### src/rtl/linebuffer_ctrl.sv
// Line buffer ring sequencer for the axis scaler.
// Write-side slot/column steering and shared read-column sweep.
module linebuffer_ctrl #(
  parameter int C_ADDRESS_WIDTH = 11,
  parameter int C_LINE_NUM      = 4,
  parameter int C_IDX_WIDTH     = 2
) (
  input  logic                       clk,
  input  logic                       rst,
  input  logic                       s_axis_tvalid,
  input  logic                       s_axis_tuser,
  input  logic                       s_axis_tlast,
  output logic                       s_axis_tready,
  output logic                       wr_en,
  output logic [C_IDX_WIDTH-1:0]     wr_sel,
  output logic [C_ADDRESS_WIDTH-1:0] wr_addr,
  output logic                       wr_ovf,
  output logic [C_IDX_WIDTH:0]       lines_avail,
  input  logic                       rd_start,
  input  logic [C_ADDRESS_WIDTH:0]   rd_width,
  output logic                       rd_busy,
  output logic [C_ADDRESS_WIDTH-1:0] rd_addr,
  output logic [C_IDX_WIDTH-1:0]     rd_base,
  output logic                       rd_dvalid,
  output logic                       rd_done,
  input  logic                       line_release
);

  typedef enum logic [1:0] {
    S_IDLE  = 2'd0,
    S_RUN   = 2'd1,
    S_DRAIN = 2'd2
  } rd_state_t;

  localparam logic [C_ADDRESS_WIDTH-1:0] LP_COL_MAX = '1;
  localparam logic [C_IDX_WIDTH:0] LP_FULL =
    (C_IDX_WIDTH+1)'(C_LINE_NUM);
  localparam logic [C_IDX_WIDTH:0] LP_CNT_ONE =
    (C_IDX_WIDTH+1)'(1);
  localparam logic [C_IDX_WIDTH-1:0] LP_IDX_ONE =
    (C_IDX_WIDTH)'(1);
  localparam logic [C_ADDRESS_WIDTH:0] LP_W_ONE =
    (C_ADDRESS_WIDTH+1)'(1);
  localparam logic [C_ADDRESS_WIDTH-1:0] LP_A_ONE =
    (C_ADDRESS_WIDTH)'(1);

  logic                       r_rst_q;
  logic [C_IDX_WIDTH:0]       r_count;
  logic [C_IDX_WIDTH-1:0]     r_wr_idx;
  logic [C_ADDRESS_WIDTH-1:0] r_wcol;
  logic                       r_ovf_seen;
  logic [C_IDX_WIDTH-1:0]     r_rd_base;
  rd_state_t                  r_state;
  logic [C_ADDRESS_WIDTH-1:0] r_rd_addr;
  logic [C_ADDRESS_WIDTH:0]   r_width;
  logic                       r_dvalid;

  logic                       w_tready;
  logic                       w_acc;
  logic                       w_sof;
  logic                       w_commit;
  logic                       w_rel;
  logic                       w_busy;
  logic                       w_last;
  logic                       w_rd_en;
  logic                       w_rd_done;
  rd_state_t                  w_state_nxt;
  logic [C_ADDRESS_WIDTH-1:0] w_rd_addr_nxt;
  logic [C_ADDRESS_WIDTH:0]   w_width_nxt;

  assign w_tready = !r_rst_q && (r_count != LP_FULL);
  assign w_acc    = s_axis_tvalid && w_tready;
  assign w_sof    = w_acc && s_axis_tuser;
  assign w_commit = w_acc && s_axis_tlast;
  assign w_busy   = (r_state != S_IDLE);
  assign w_rel    = line_release && (r_count != '0)
                    && !w_busy && !w_sof;
  assign w_last   = ({1'b0, r_rd_addr} == (r_width - LP_W_ONE));

  assign s_axis_tready = w_tready;
  assign wr_en         = w_acc;
  assign wr_sel        = w_sof ? '0 : r_wr_idx;
  assign wr_addr       = w_sof ? '0 : r_wcol;
  // Flag only the first beat that lands on the clamped last column
  assign wr_ovf        = w_acc && !w_sof && !s_axis_tlast
                         && (r_wcol == LP_COL_MAX) && !r_ovf_seen;
  assign lines_avail   = r_count;
  assign rd_busy       = w_busy;
  assign rd_addr       = r_rd_addr;
  assign rd_base       = r_rd_base;
  assign rd_dvalid     = r_dvalid;
  assign rd_done       = w_rd_done;

  always_ff @(posedge clk) begin
    if (rst) begin
      r_rst_q    <= 1'b1;
      r_count    <= '0;
      r_wr_idx   <= '0;
      r_wcol     <= '0;
      r_ovf_seen <= 1'b0;
      r_rd_base  <= '0;
    end else begin
      r_rst_q <= 1'b0;
      if (w_sof) begin
        r_count    <= s_axis_tlast ? LP_CNT_ONE : '0;
        r_wr_idx   <= s_axis_tlast ? LP_IDX_ONE : '0;
        r_wcol     <= s_axis_tlast ? '0 : LP_A_ONE;
        r_ovf_seen <= 1'b0;
        r_rd_base  <= '0;
      end else begin
        r_count <= r_count
                   + (C_IDX_WIDTH+1)'(w_commit)
                   - (C_IDX_WIDTH+1)'(w_rel);
        if (w_rel) begin
          r_rd_base <= r_rd_base + LP_IDX_ONE;
        end
        if (w_commit) begin
          r_wcol     <= '0;
          r_wr_idx   <= r_wr_idx + LP_IDX_ONE;
          r_ovf_seen <= 1'b0;
        end else if (w_acc) begin
          if (r_wcol != LP_COL_MAX) begin
            r_wcol <= r_wcol + LP_A_ONE;
          end else begin
            r_ovf_seen <= 1'b1;
          end
        end
      end
    end
  end

  always_ff @(posedge clk) begin
    if (rst) begin
      r_state   <= S_IDLE;
      r_rd_addr <= '0;
      r_width   <= '0;
      r_dvalid  <= 1'b0;
    end else begin
      r_state   <= w_state_nxt;
      r_rd_addr <= w_rd_addr_nxt;
      r_width   <= w_width_nxt;
      r_dvalid  <= w_rd_en && !w_sof;
    end
  end

  always_comb begin
    w_state_nxt   = r_state;
    w_rd_addr_nxt = r_rd_addr;
    w_width_nxt   = r_width;
    w_rd_en       = 1'b0;
    w_rd_done     = 1'b0;
    unique case (r_state)
      S_IDLE: begin
        if (rd_start && (r_count != '0) && (rd_width != '0)) begin
          w_state_nxt   = S_RUN;
          w_rd_addr_nxt = '0;
          w_width_nxt   = rd_width;
        end
      end
      S_RUN: begin
        w_rd_en = 1'b1;
        if (w_last) begin
          w_state_nxt = S_DRAIN;
        end else begin
          w_rd_addr_nxt = r_rd_addr + LP_A_ONE;
        end
      end
      S_DRAIN: begin
        w_rd_done   = 1'b1;
        w_state_nxt = S_IDLE;
      end
      default: begin
        w_state_nxt = S_IDLE;
      end
    endcase
    // A new frame abandons any sweep in flight
    if (w_sof) begin
      w_state_nxt   = S_IDLE;
      w_rd_addr_nxt = r_rd_addr;
      w_width_nxt   = r_width;
      w_rd_done     = 1'b0;
    end
  end

endmodule

### config.mk
export PLATFORM = sky130hd
export DESIGN_NAME = linebuffer_ctrl
export DESIGN_NICKNAME = d
export VERILOG_FILES = /design/src/rtl/linebuffer_ctrl.sv
export SDC_FILE = /design/constraint.sdc
export NUM_CORES = 1
export LEC_CHECK = 0
export ABC_AREA = 0
export ABC_CLOCK_PERIOD_IN_PS = 4110
export BUFFER_PORTS_ARGS = -buffer_cell sky130_fd_sc_hd__buf_2
export CORE_MARGIN = 2
export CORE_UTILIZATION = 30
export DETAILED_ROUTE_END_ITERATION = 6
export GPL_TIMING_DRIVEN = 0
export PLACE_DENSITY = 0.47
export SYNTH_ARGS = -nofsm -noshare
export SYNTH_HDL_FRONTEND = slang
export SYNTH_SLANG_ARGS = --single-unit
### constraint.sdc
create_clock -name clk -period 4.11 [get_ports clk]
set_clock_uncertainty 0.2 [all_clocks]
set_input_delay 0.822 -clock clk [delete_from_list [all_inputs] [get_ports clk]]
set_output_delay 0.822 -clock clk [all_outputs]
set_load 0.02 [all_outputs]
Word-level counts from Yosys, hierarchy flattened
Cells that the tools add are included.
{"block": "totals", "output_inout_bits": 35, "input_bits": 19, "wordCells": 84, "reg_bits": 46}
{"block": "op_classes", "addsub": 7, "n_reduce_logical": 34, "bitwise": 2, "muxes": 22, "n_eq_ne": 9}
{"op": "$mux 11", "n": 7}
{"op": "$add 11x1->11 const B", "n": 2}
{"op": "$pmux 11 s2", "n": 1}
{"op": "$logic_and 1x1->1", "n": 14}
{"op": "$eq 11x12->1", "n": 1}
{"op": "$reduce_bool 12->1", "n": 1}
{"op": "$sub 12x1->12 const B", "n": 1}
{"op": "$eq 11x11->1 const B", "n": 1}
{"op": "$ne 11x11->1 const B", "n": 1}
{"op": "$mux 2", "n": 5}
{"op": "$reduce_bool 3->1", "n": 3}
{"op": "$mux 1", "n": 7}
{"op": "$ne 2x2->1 const B", "n": 3}
{"op": "$reduce_and 2->1", "n": 3}
{"op": "$reduce_bool 2->1", "n": 3}
{"op": "$logic_not 1->1", "n": 5}
{"op": "$add 2x1->2 const B", "n": 2}
{"op": "$pmux 2 s2", "n": 1}
{"op": "$reduce_and 4->1", "n": 1}
{"op": "$add 3x1->3", "n": 1}
{"op": "$mux 3", "n": 1}
{"op": "$ne 3x3->1 const B", "n": 1}
{"op": "$reduce_and 3->1", "n": 1}
{"op": "$reduce_or 3->1", "n": 1}
{"op": "6 further kinds", "n": 7}

Depth between registers and ports, before layout
Gate-level depths: netlist of the first run.
{"block": "logic_depth", "depth_word": 9, "mapped_depth": 15, "mapped_depth_nobuf": 13}

Worst setup path after synthesis of the first run
Ideal clock, no wire load.
{"block": "synth_path", "kind": "register to register", "startpoint": "reg r_count[1], in the netlist lines_avail[1]", "endpoint": "reg r_count[2], in the netlist lines_avail[2]", "setup_ns": 0.123, "arrival_ns": 3.257, "setup_slack_ns": 0.530, "period_less_slack_ns": 3.580, "n_path_buf": 2, "stages_incl_launch_ff": 16, "required_ns": 3.787, "cell_sequence": "dfxtp_1 -> nor3b_1 -> nor2_1 -> nand2_1 -> inv_2 -> and2_1 -> clkbuf_1 -> clkbuf_1 -> nor2_1 -> ha_1 -> inv_1 -> ha_1 -> fa_1 -> xnor2_1 -> xnor2_1 -> nor2_1"}
{"block": "synth_via", "elab_chain_len": 8, "elab_cells_between_ends": 13, "classes_between": "2 x add/sub; 1 x eq/ne; 1 x mux; 9 x reduce/logical"}
{"element": "start: declaration", "line": "48", "text": "logic [C_IDX_WIDTH:0] r_count;"}
{"element": "start signal: assignment", "line": "105", "text": "r_count <= s_axis_tlast ? LP_CNT_ONE : '0;"}
{"element": "start signal: assignment", "line": "111", "text": "r_count <= r_count"}
{"element": "$ne 3x3->1", "line": "71", "text": "assign w_tready = !r_rst_q && (r_count != LP_FULL);"}
{"element": "$logic_and 1x1->1", "line": "71"}
{"element": "named net s_axis_tready", "line": "13", "text": "output logic s_axis_tready,"}
{"element": "$logic_and 1x1->1", "line": "72", "text": "assign w_acc = s_axis_tvalid && w_tready;"}
{"element": "named net wr_en", "line": "14", "text": "output logic wr_en,"}
{"element": "$logic_and 1x1->1", "line": "73", "text": "assign w_sof = w_acc && s_axis_tuser;"}
{"element": "$logic_not 1->1", "line": "77", "text": "&& !w_busy && !w_sof;"}
{"element": "$logic_and 1x1->1", "line": "77"}
{"element": "named net w_rel", "line": "62", "text": "logic w_rel;"}
{"element": "$sub 3x1->3", "line": "113", "text": "- (C_IDX_WIDTH+1)'(w_rel);"}
{"element": "$mux 3", "line": "104", "text": "if (w_sof) begin"}
The timed path passes the listed nets, and every way through them passes these cells.
A chain may end at the register's enable or synchronous reset.

Worst setup path in the final report of the first run
{"block": "layout_path", "startpoint": "reg r_count[1], in the netlist lines_avail[1]", "endpoint": "reg r_count[2], in the netlist lines_avail[2]"}
{"block": "layout_via", "elab_chain_len": 8, "elab_cells_between_ends": 13, "classes_between": "2 x add/sub; 1 x eq/ne; 1 x mux; 9 x reduce/logical"}
{"element": "$ne 3x3->1", "line": "71"}
{"element": "$logic_and 1x1->1", "line": "71"}
{"element": "$logic_and 1x1->1", "line": "72"}
{"element": "$logic_and 1x1->1", "line": "73"}
{"element": "$logic_not 1->1", "line": "77"}
{"element": "$logic_and 1x1->1 *", "line": "77"}
{"element": "named net w_rel", "line": "62"}
{"element": "$sub 3x1->3 *", "line": "113"}
{"element": "$mux 3 *", "line": "104"}
Mark *: on every way through the listed nets, which the timed path passes. The rest lies on a longest branch.

==> results.toml, run 1 <==
[cts]
path_clk_slew_ns = 0.09
clock_tree.root_cell = "clkbuf_8"
cts_made_buffers = 5
cts.sinks = 46
post_cts_resized = 0
clk_latency_ns = 0.30
cts_tree = "built"
clk_path_buf_depth = 2
post_cts.repair.setup_buffers = 0
cts_htree_levels = 2
ctsHoldBuffers = 0

[die]
fp.dieArea_sq_um = 9570
rows = 34
die_h_microns = 97.8
floorplan.initialDensity_pct = 30.6
core_area_sq_um = 8640
ioPinCount = 54
die_w_microns = 97.8

[synthesis]
synth_most_common_cell = "nor2_1"
synth.area.top_cells = "dfxtp_1, nor2_1, xnor2_1, mux2i_1, nand3_1"
yosys_warnings = 0
yosysUniqueCellTypes = 48
ys_ff_latch = 46
synth_top_area_cell = "dfxtp_1"
synthFlopType = "dfxtp_1"
synthCells = 321
syn_area_sq_um = 2640
async_flop_share_pct = 0
yosys-top-cells-count = "nor2_1, dfxtp_1, nand3_1, xnor2_1, a21oi_1"
synth-edff-count = 0
yosys.area.top_type_share_pct = 34.9
ys_seq_area_share_pct = 34.9
syn_nets = 346
synth.avg_cell_area_sq_um = 8.22

[placement]
portBuffers = 53
dpl.hpwl_mm = 5.32
dp_slack_ns = 0.172
globalplace.congestion = 0.756

[worst_setup_path]
rr_worst_depth = 15
rr_startpoint = "lines_avail[1]"
critical_path_required_ns = 4.09
critPathKind = "reg2reg"
rrSetupSlack_ns = 0.50
startpoint_type = "flip-flop"
crit_path_end_kind = "flip-flop"
crit_fanout = 10
timing.rr.end = "lines_avail[2]"
worstPathArrival_ns = 3.59

[global_routing]
grt_pass1_wl_mm = 11.6
grtUsageTotal_pct = 14.9
grt_pass1_vias = 2371
grt_start_max_net_pins = 15
antenna_found_initial = 0
grt_overflow = 0

[min_path]
min_from = "r_ovf_seen"
holdPathStages = 2
holdPathEnd = "r_ovf_seen"
min-delay-path-class = "reg2reg"

[flow_run]
drv_cap = 0

[route]
route.detailed.drc = 0
drt-pass1-iter-count = 4
wl_mm = 6.87
postRouteAntennaNets = 0
initialDrtViolationCount = 105
wire_per_inst_microns = 14.0
via_per_inst = 5.00
num_vias = 2448

[run_status]
status = "completed"

[timing]
setup_slack_ns = 0.501
timing.fmax_mhz = 277
hold_viol_final = 0
period_needed_ns = 3.61
period_share_pct = 87.8
rsz0062_at_grt = "no"
finalSetupTns_ns = 0
slew_headroom_pct = 53.1
setup_violations = 0
worst_pin_slew_ns = 0.704
slew_violations = 0
holdWs_ns = 0.281

[cells_and_area]
antennaDiodeCount = 0
fillers = 941
seq_area_sq_um = 921
drive_gt1_share_pct = 19.6
layout.nets = 406
multi_input_area_sq_um = 1590
area_growth_pct = 19.3
finish.utilization_pct = 36.5

[power_and_ir_drop]
leakage_nw = 1.30
p_per_area_nw_per_um2 = 494
total_power_mw = 1.56
ir_worst_vdd_v = 0.000228
==> layout by cell type (no fill, tap or decap), drive strengths merged, types with 2 or more instances in the layout <==
cell type and instances:
nand4 6, buf 59, a21oi 17, or2 3, xor2 6, and3 3, nor2b 13, nand2 9
nor4b 5, and2 6, o31a 2, mux2i 14, or3 7, nand2b 4, a31oi 2, xnor2 17
dfxtp 46, nor3b 3, o21ai 13, inv 12, or4 9, nor2 50, nand3 19, nor4 10
and4 3, nor3 4, ha 5, or3b 2, o31ai 7, clkbuf 16
==> critical path: stages, from the launching register on <==
cell and delay (ns):
dfxtp_1 0.43, nor3b_1 0.08, nor2_1 0.11, nand2_1 0.15, inv_2 0.13, and2_1 0.22, clkbuf_1 0.40, clkbuf_1 0.43
nor2_1 0.10, ha_1 0.29, inv_1 0.04, ha_1 0.18, fa_1 0.38, xnor2_1 0.19, xnor2_1 0.13, nor2_1 0.05
==> metal layers <==
metal,share of wire (%),GRT usage [%]
met3,3.0,2.29
met2,44,23.0
met4,1.2,4.91
met5,0,0
met1,52,21.2
==> cells by family after synthesis <==
family	after synthesis	share of synthesized area, %
AO/OA/AOI/OAI	47	11.7
multiplexers	14	5.31
AND/OR/NAND/NOR	157	32.6
XOR/XNOR	23	7.63
buffers and inverters	28	4.79
adder cells (fa/ha/maj)	6	3.13
flip-flops	46	34.9
==> registers in the layout, summed over array words and instances (netlist names) <==
register and count:
rd_base 2, rd_dvalid 1, r_width 12, rd_addr 11
lines_avail 3, r_wcol 11, r_ovf_seen 1, r_wr_idx 2
r_rst_q 1, r_state 2
==> layout make-up <==
| type | instances | area share [%] |
|---|---|---|
| Tap cell | 108 | 4.29 |
| Buffer | 16 | 2.58 |
| Timing Repair Buffer | 53 | 8.42 |
| Sequential cell | 46 | 29.2 |
| Inverter | 12 | 1.43 |
| Clock buffer | 6 | 2.30 |
| Clock inverter | 2 | 1.19 |
| Multi-Input combinational cell | 247 | 50.6 |
==> power by group <==
| group | total, mW | internal (mW) | switching (mW) |
|---|---|---|---|
| clock network | 0.341 | 0.182 | 0.159 |
| logic | 0.656 | 0.264 | 0.392 |
| registers | 0.560 | 0.498 | 0.0627 |
==> worst max path at each step <==
| stage | start | to | slack [ns] | cells after the start |
|---|---|---|---|---|
| 2_1_floorplan | lines_avail[1] | lines_avail[2] | 0.53 | 15 |
| 3_3_place_gp | s_axis_tvalid | lines_avail[2] | 0.18 | 14 |
| 3_5_place_dp | s_axis_tvalid | lines_avail[2] | 0.17 | 14 |
| 4_1_cts | lines_avail[1] | lines_avail[2] | 0.45 | 15 |
| 5_1_grt | lines_avail[1] | lines_avail[2] | 0.08 | 15 |
| 6_report | lines_avail[1] | lines_avail[2] | 0.50 | 15 |
==> through the flow <==
step / instances / cell area, sq um
after detailed placement: 482 / 3040
after CTS: 490 / 3150
after global routing: 490 / 3150
after global placement: 482 / 3040
after floorplan: 321 / 2640
final: 490 / 3150
(Power assumes the default switching activity.)
==> inputs of run 2 (changes only) <==
--- a/config.mk
+++ b/config.mk
@@ -7,8 +7,8 @@
 export LEC_CHECK = 0
 export ABC_AREA = 0
 export ABC_CLOCK_PERIOD_IN_PS = 4110
-export BUFFER_PORTS_ARGS = -buffer_cell sky130_fd_sc_hd__buf_2
-export CORE_MARGIN = 2
+export BUFFER_PORTS_ARGS = -buffer_cell sky130_fd_sc_hd__clkbuf_2
+export CORE_ASPECT_RATIO = 0.75
 export CORE_UTILIZATION = 30
 export DETAILED_ROUTE_END_ITERATION = 6
 export GPL_TIMING_DRIVEN = 0
==> run 2 against run 1 <==
Compared with the run above:
- non-clock buffer count is the same
- final area rose by 1.7%
- sequential power rose by 0.7%
- fmax shrank 3.9%
- largest power group unchanged
==> results.toml, run 2 (synthesis results as in run 1) <==
[cts]
post_cts.repair.setup_buffers = 0
cts.sinks = 46
cts_tree = "built"
cts_made_buffers = 5
post_cts_resized = 0
clk_path_buf_depth = 2
clock_tree.root_cell = "clkbuf_16"
clk_latency_ns = 0.28
path_clk_slew_ns = 0.06
cts_htree_levels = 2
ctsHoldBuffers = 0

[power_and_ir_drop]
swShare_pct = 37.4
power.switching_mw = 0.626
seqPwrFrac_pct = 33.6
p_clk_share_pct = 26.9
combPwrFrac_pct = 39.4
ir_worst_vdd_v = 0.000277
p_per_area_nw_per_um2 = 523
total_power_mw = 1.68
p_int_mw = 1.05
leakage_nw = 1.30

[cells_and_area]
layout_common_cells = "clkbuf_2, nor2_1, dfxtp_1"
antennaDiodeCount = 0
largest_register_ffs = 12
area_growth_pct = 21.3
regMostFlops = "r_width"
drive_gt1_share_pct = 19.4
fillers = 930
layout_commonest_cell = "clkbuf_2"
layout.nets = 406

[worst_setup_path]
critPathKind = "reg2reg"
path_delay_family = "buffers and inverters"
startpoint_type = "flip-flop"
critical_path_required_ns = 4.07
max_stage_delay_ns = 0.46
crit_fanout = 10
crit_slowest_cell = "clkbuf_1"
cp_common_cell = "nor2_1"
rr_startpoint = "lines_avail[1]"
crit_path_end_kind = "flip-flop"
startpoint = "lines_avail[1]"
cp_num_buf_inv = 4
worstPathArrival_ns = 3.72
crit_path_cell_trace = "nor3b_1, nor2_1, nand2_1, inv_2, and2_1, clkbuf_1, clkbuf_1, nor2_1, ha_1, inv_1, ha_1, fa_1, xnor2_1, xnor2_1, nor2_1"

[die]
ioPinCount = 54
core_area_sq_um = 8490
floorplan.initialDensity_pct = 31.1
die_h_microns = 83.2
fp.dieArea_sq_um = 9180
rows = 29
die_w_microns = 110

[timing]
finalSetupTns_ns = 0
period_needed_ns = 3.75
setup_violations = 0
rsz0062_at_grt = "no"
worst_pin_slew_ns = 0.691
hold_viol_final = 0
slew_headroom_pct = 53.9
setup_slack_ns = 0.357
period_share_pct = 91.3
slew_violations = 0
timing.fmax_mhz = 266

[route]
route.detailed.drc = 0
wl_mm = 6.90
postRouteAntennaNets = 0
drt-pass1-iter-count = 4
initialDrtViolationCount = 128
via_per_inst = 5.04
wire_per_inst_microns = 14.1
num_vias = 2469

[global_routing]
grtUsageTotal_pct = 16.3
grt_start_max_net_pins = 14
antenna_found_initial = 0
grt_overflow = 0
grt_pass1_wl_mm = 11.8
grt_pass1_vias = 2374

[min_path]
min-delay-path-class = "reg2reg"
min_from = "r_ovf_seen"

[placement]
dp_slack_ns = 0.148
globalplace.congestion = 0.806
dpl.hpwl_mm = 5.38
portBuffers = 53

[run_status]
status = "completed"

[flow_run]
drv_cap = 0
-- run 2: cell types whose count changed in the layout (fill, tap and decap cells not counted), sizes merged --
cell / change
buf: -53
clkbuf: +54
clkinvlp: -1
-- run 2: worst reg2reg max path, cell delays in order, from the launching register on --
cell	delay (ns)
dfxtp_1	0.43
nor3b_1	0.08
nor2_1	0.16
nand2_1	0.12
inv_2	0.12
and2_1	0.22
clkbuf_1	0.42
clkbuf_1	0.46
nor2_1	0.12
ha_1	0.29
inv_1	0.03
ha_1	0.18
fa_1	0.39
xnor2_1	0.20
xnor2_1	0.13
nor2_1	0.06
-- run 2: power groups by stage --
stage	logic, mW	clock network, mW	registers [mW]
global placement	0.654	0	0.573
global route	0.736	0.491	0.573
detailed placement	0.660	0	0.573
finish	0.661	0.451	0.564
CTS	0.664	0.464	0.563
floorplan	0.483	0	0.578
-- run 2: layout make-up --
| class | count | area (sq um) | share of cell area (%) |
|---|---|---|---|
| clock buffer | 7 | 133 | 4.14 |
| tap | 108 | 135 | 4.22 |
| sequential | 46 | 921 | 28.8 |
| clock inverter | 1 | 30.0 | 0.938 |
| buffer | 16 | 81.3 | 2.54 |
| timing repair buffer | 53 | 265 | 8.28 |
| inverter | 12 | 45.0 | 1.41 |
| multi-input combinational | 247 | 1590 | 49.7 |
-- run 2: per-stage QoR --
| stage | hold slack (ns) | instance area (sq um) | utilization [%] | cells |
|---|---|---|---|---|
| global route | 0.309 | 3200 | 37.7 | 490 |
| finish | 0.281 | 3200 | 37.7 | 490 |
| floorplan | 0.241 | 2640 | - | 321 |
| CTS | 0.290 | 3200 | 37.7 | 490 |
| detailed placement | 0.277 | 3040 | 35.8 | 482 |
| global placement | 0.256 | 3040 | 35.8 | 482 |
-- run 2: path summary, 6_finish.rpt --
check | to | slack, ns | cells after the start
min reg2reg | r_ovf_seen | 0.28 | 2
max reg2reg | lines_avail[2] | 0.36 | 15
max | lines_avail[2] | 0.36 | 15
min | r_ovf_seen | 0.28 | 2
-- run 2: per-layer routing --
layer | wire length (microns) | share of wire, % | GRT usage, %
met1 | 3780 | 55 | 24.9
met2 | 2820 | 41 | 22.7
met3 | 252 | 3.7 | 3.45
met4 | 51 | 0.74 | 4.19
met5 | 0 | 0 | 0
==> inputs of run 3 (changes only) <==
--- a/config.mk
+++ b/config.mk
@@ -5,14 +5,14 @@
 export SDC_FILE = /design/constraint.sdc
 export NUM_CORES = 1
 export LEC_CHECK = 0
-export ABC_AREA = 0
+export ABC_AREA = 1
 export ABC_CLOCK_PERIOD_IN_PS = 4110
 export BUFFER_PORTS_ARGS = -buffer_cell sky130_fd_sc_hd__clkbuf_2
 export CORE_ASPECT_RATIO = 0.75
 export CORE_UTILIZATION = 30
 export DETAILED_ROUTE_END_ITERATION = 6
 export GPL_TIMING_DRIVEN = 0
-export PLACE_DENSITY = 0.47
+export PLACE_DENSITY = 0.46
 export SYNTH_ARGS = -nofsm -noshare
 export SYNTH_HDL_FRONTEND = slang
 export SYNTH_SLANG_ARGS = --single-unit
==> run 3 against run 2 <==
Compared with the run above:
- sequential power is 6.0% higher
- setup slack better by 0.66 ns
- sequential share of layout area is 2.3 points lower
- power is 15% higher
- cell count is 28% higher
- synthesized area is 9.7% higher
- first-iteration DRC count is 5.5% lower
- wire length is 12% higher
- combinational power is 29% higher
- via count is 13% higher
- flip-flop and latch count stayed put
- fmax is 22% higher
==> results.toml, run 3 <==
[synthesis]
yosysUniqueCellTypes = 39
synth_most_common_cell = "nand2_1"
ys_seq_area_share_pct = 31.8
syn_nets = 465
ys_ff_latch = 46
synth.area.top_cells = "dfxtp_1, nand2_1, nor2_1, inv_1, a21oi_1"
synth_top_area_cell = "dfxtp_1"
synth.avg_cell_area_sq_um = 6.58
synth-edff-count = 0
yosys-top-cells-count = "nand2_1, nor2_1, inv_1, dfxtp_1, a21oi_1"
async_flop_share_pct = 0
syn_area_sq_um = 2900
synthCells = 440
yosys_warnings = 0
yosys.area.top_type_share_pct = 31.8
synthFlopType = "dfxtp_1"

[timing]
finalSetupTns_ns = 0
hold_viol_final = 0
timing.fmax_mhz = 324
period_needed_ns = 3.09
slew_violations = 0
period_share_pct = 75.2
rsz0062_at_grt = "no"
setup_violations = 0
worst_pin_slew_ns = 0.605
slew_headroom_pct = 59.7
setup_slack_ns = 1.02

[die]
rows = 30
die_h_microns = 87.1
core_area_sq_um = 9200
die_w_microns = 115
ioPinCount = 54
fp.dieArea_sq_um = 10100
floorplan.initialDensity_pct = 31.5

[min_path]
holdPathStages = 2
min_from = "r_ovf_seen"
holdPathEnd = "r_ovf_seen"
min-delay-path-class = "reg2reg"

[cells_and_area]
layout_commonest_cell = "nand2_1"
fillers = 1036
seq_area_sq_um = 921
largest_register_ffs = 12
antennaDiodeCount = 0
drive_gt1_share_pct = 19.8
finish.utilization_pct = 37.9
layout_common_cells = "nand2_1, nor2_1, inv_1"
multi_input_area_sq_um = 1630
layout.nets = 525
area_growth_pct = 20.4
regMostFlops = "r_width"

[power_and_ir_drop]
ir_worst_vdd_v = 0.000269
seqPwrFrac_pct = 31.1
p_clk_share_pct = 24.3
power.switching_mw = 0.811
leakage_nw = 1.70
total_power_mw = 1.92
swShare_pct = 42.2
p_int_mw = 1.11
combPwrFrac_pct = 44.5
p_per_area_nw_per_um2 = 551

[placement]
portBuffers = 53
dpl.hpwl_mm = 6.00
dp_slack_ns = 0.783
globalplace.congestion = 0.825

[global_routing]
grtUsageTotal_pct = 16.4
grt_start_max_net_pins = 15
antenna_found_initial = 0
grt_pass1_vias = 2478
grt_pass1_wl_mm = 12.7
grt_overflow = 0

[run_status]
status = "completed"

[cts]
clk_latency_ns = 0.29
cts.sinks = 46
post_cts.repair.setup_buffers = 0
cts_htree_levels = 2
post_cts_resized = 0
cts_tree = "built"
clk_path_buf_depth = 2
cts_made_buffers = 5
ctsHoldBuffers = 0
clock_tree.root_cell = "clkbuf_16"
path_clk_slew_ns = 0.06

[worst_setup_path]
crit_path_end_kind = "flip-flop"
crit_path_cell_trace = "nor2_1, a21oi_2, nand2_2, inv_2, nand2_8, clkbuf_1, nand2_1, inv_1, ha_1, inv_1, ha_1, fa_1, xnor2_1, xor2_1, nor2_1"
crit_slowest_cell = "dfxtp_1"
rr_worst_depth = 15
max_stage_delay_ns = 0.41
timing.rr.end = "lines_avail[2]"
rr_startpoint = "lines_avail[1]"
critical_path_required_ns = 4.09
critPathKind = "reg2reg"
startpoint_type = "flip-flop"
rrSetupSlack_ns = 1.02
crit_fanout = 10
worstPathArrival_ns = 3.07

[flow_run]
drv_cap = 0

[route]
via_per_inst = 4.45
route.detailed.drc = 0
num_vias = 2798
wire_per_inst_microns = 12.3
wl_mm = 7.76
postRouteAntennaNets = 0
initialDrtViolationCount = 121
drt-pass1-iter-count = 4
## run 3: cell count changes after synthesis, moves of 9 or more
| cell | change |
|---|---|
| a21oi_1 | +16 |
| inv_1 | +51 |
| mux2i_1 | -14 |
| nand2_1 | +92 |
| nor2_1 | +16 |
| nor2b_1 | -12 |
| or4_1 | -9 |
| xnor2_1 | -9 |
## run 3: routing by layer
metal / wire (microns) / GRT usage (%) / part of all wire (%)
met5: 0 / 0 / 0
met4: 48 / 3.54 / 0.62
met3: 241 / 3.27 / 3.1
met2: 3030 / 22.6 / 39
met1: 4430 / 25.4 / 57
## run 3: power by group through the flow
stage	Combinational [mW]	Sequential (mW)	Clock (mW)
floorplan	0.641	0.614	0
global placement	0.851	0.608	0
detailed placement	0.858	0.608	0
CTS	0.864	0.598	0.476
global route	0.989	0.610	0.495
finish	0.855	0.598	0.468
## run 3: cells by family after synthesis
kind of cell	Yosys count	synth area share, %
buf+inv	83	12.1
flops	46	31.8
fa+ha+maj	6	2.85
simple gates	234	37.9
xor+xnor	20	6.05
compound gates	51	9.29
## run 3: area by class of cell
type	count	share of cell area, %
Tap cell	128	4.59
Buffer	14	2.51
Clock inverter	3	1.15
Inverter	69	7.50
Timing Repair Buffer	53	7.61
Sequential cell	46	26.4
Clock buffer	5	3.59
Multi-Input combinational cell	311	46.6
## run 3: worst max path at each step
| stage | endpoint | from | slack (ns) | cells past startpoint |
|---|---|---|---|---|
| after detailed placement | lines_avail[2] | s_axis_tvalid | 0.78 | 14 |
| after global routing | lines_avail[2] | lines_avail[1] | 0.72 | 15 |
| after global placement | lines_avail[2] | s_axis_tvalid | 0.82 | 14 |
| final | lines_avail[2] | lines_avail[1] | 1.02 | 15 |
| after CTS | lines_avail[2] | lines_avail[0] | 1.01 | 15 |
| after floorplan | lines_avail[2] | lines_avail[1] | 1.01 | 15 |
## run 3: metrics by stage
stage / area [sq um] / instances / hold WS [ns]
6_report: 3490 / 629 / 0.286
5_1_grt: 3490 / 629 / 0.323
4_1_cts: 3490 / 629 / 0.281
3_5_place_dp: 3320 / 621 / 0.264
3_3_place_gp: 3320 / 621 / 0.259
2_1_floorplan: 2900 / 440 / 0.242
## run 3: critical path, delay by kind of cell, from the launching register on
family	cells	cell delay [ns]
xor gates and xnor gates	2	0.36
buffers and inverters	4	0.52
AOI/OAI and AO/OA	1	0.17
adders and majority gates	3	0.85
DFF	1	0.41
and+or+nand+nor	5	0.46
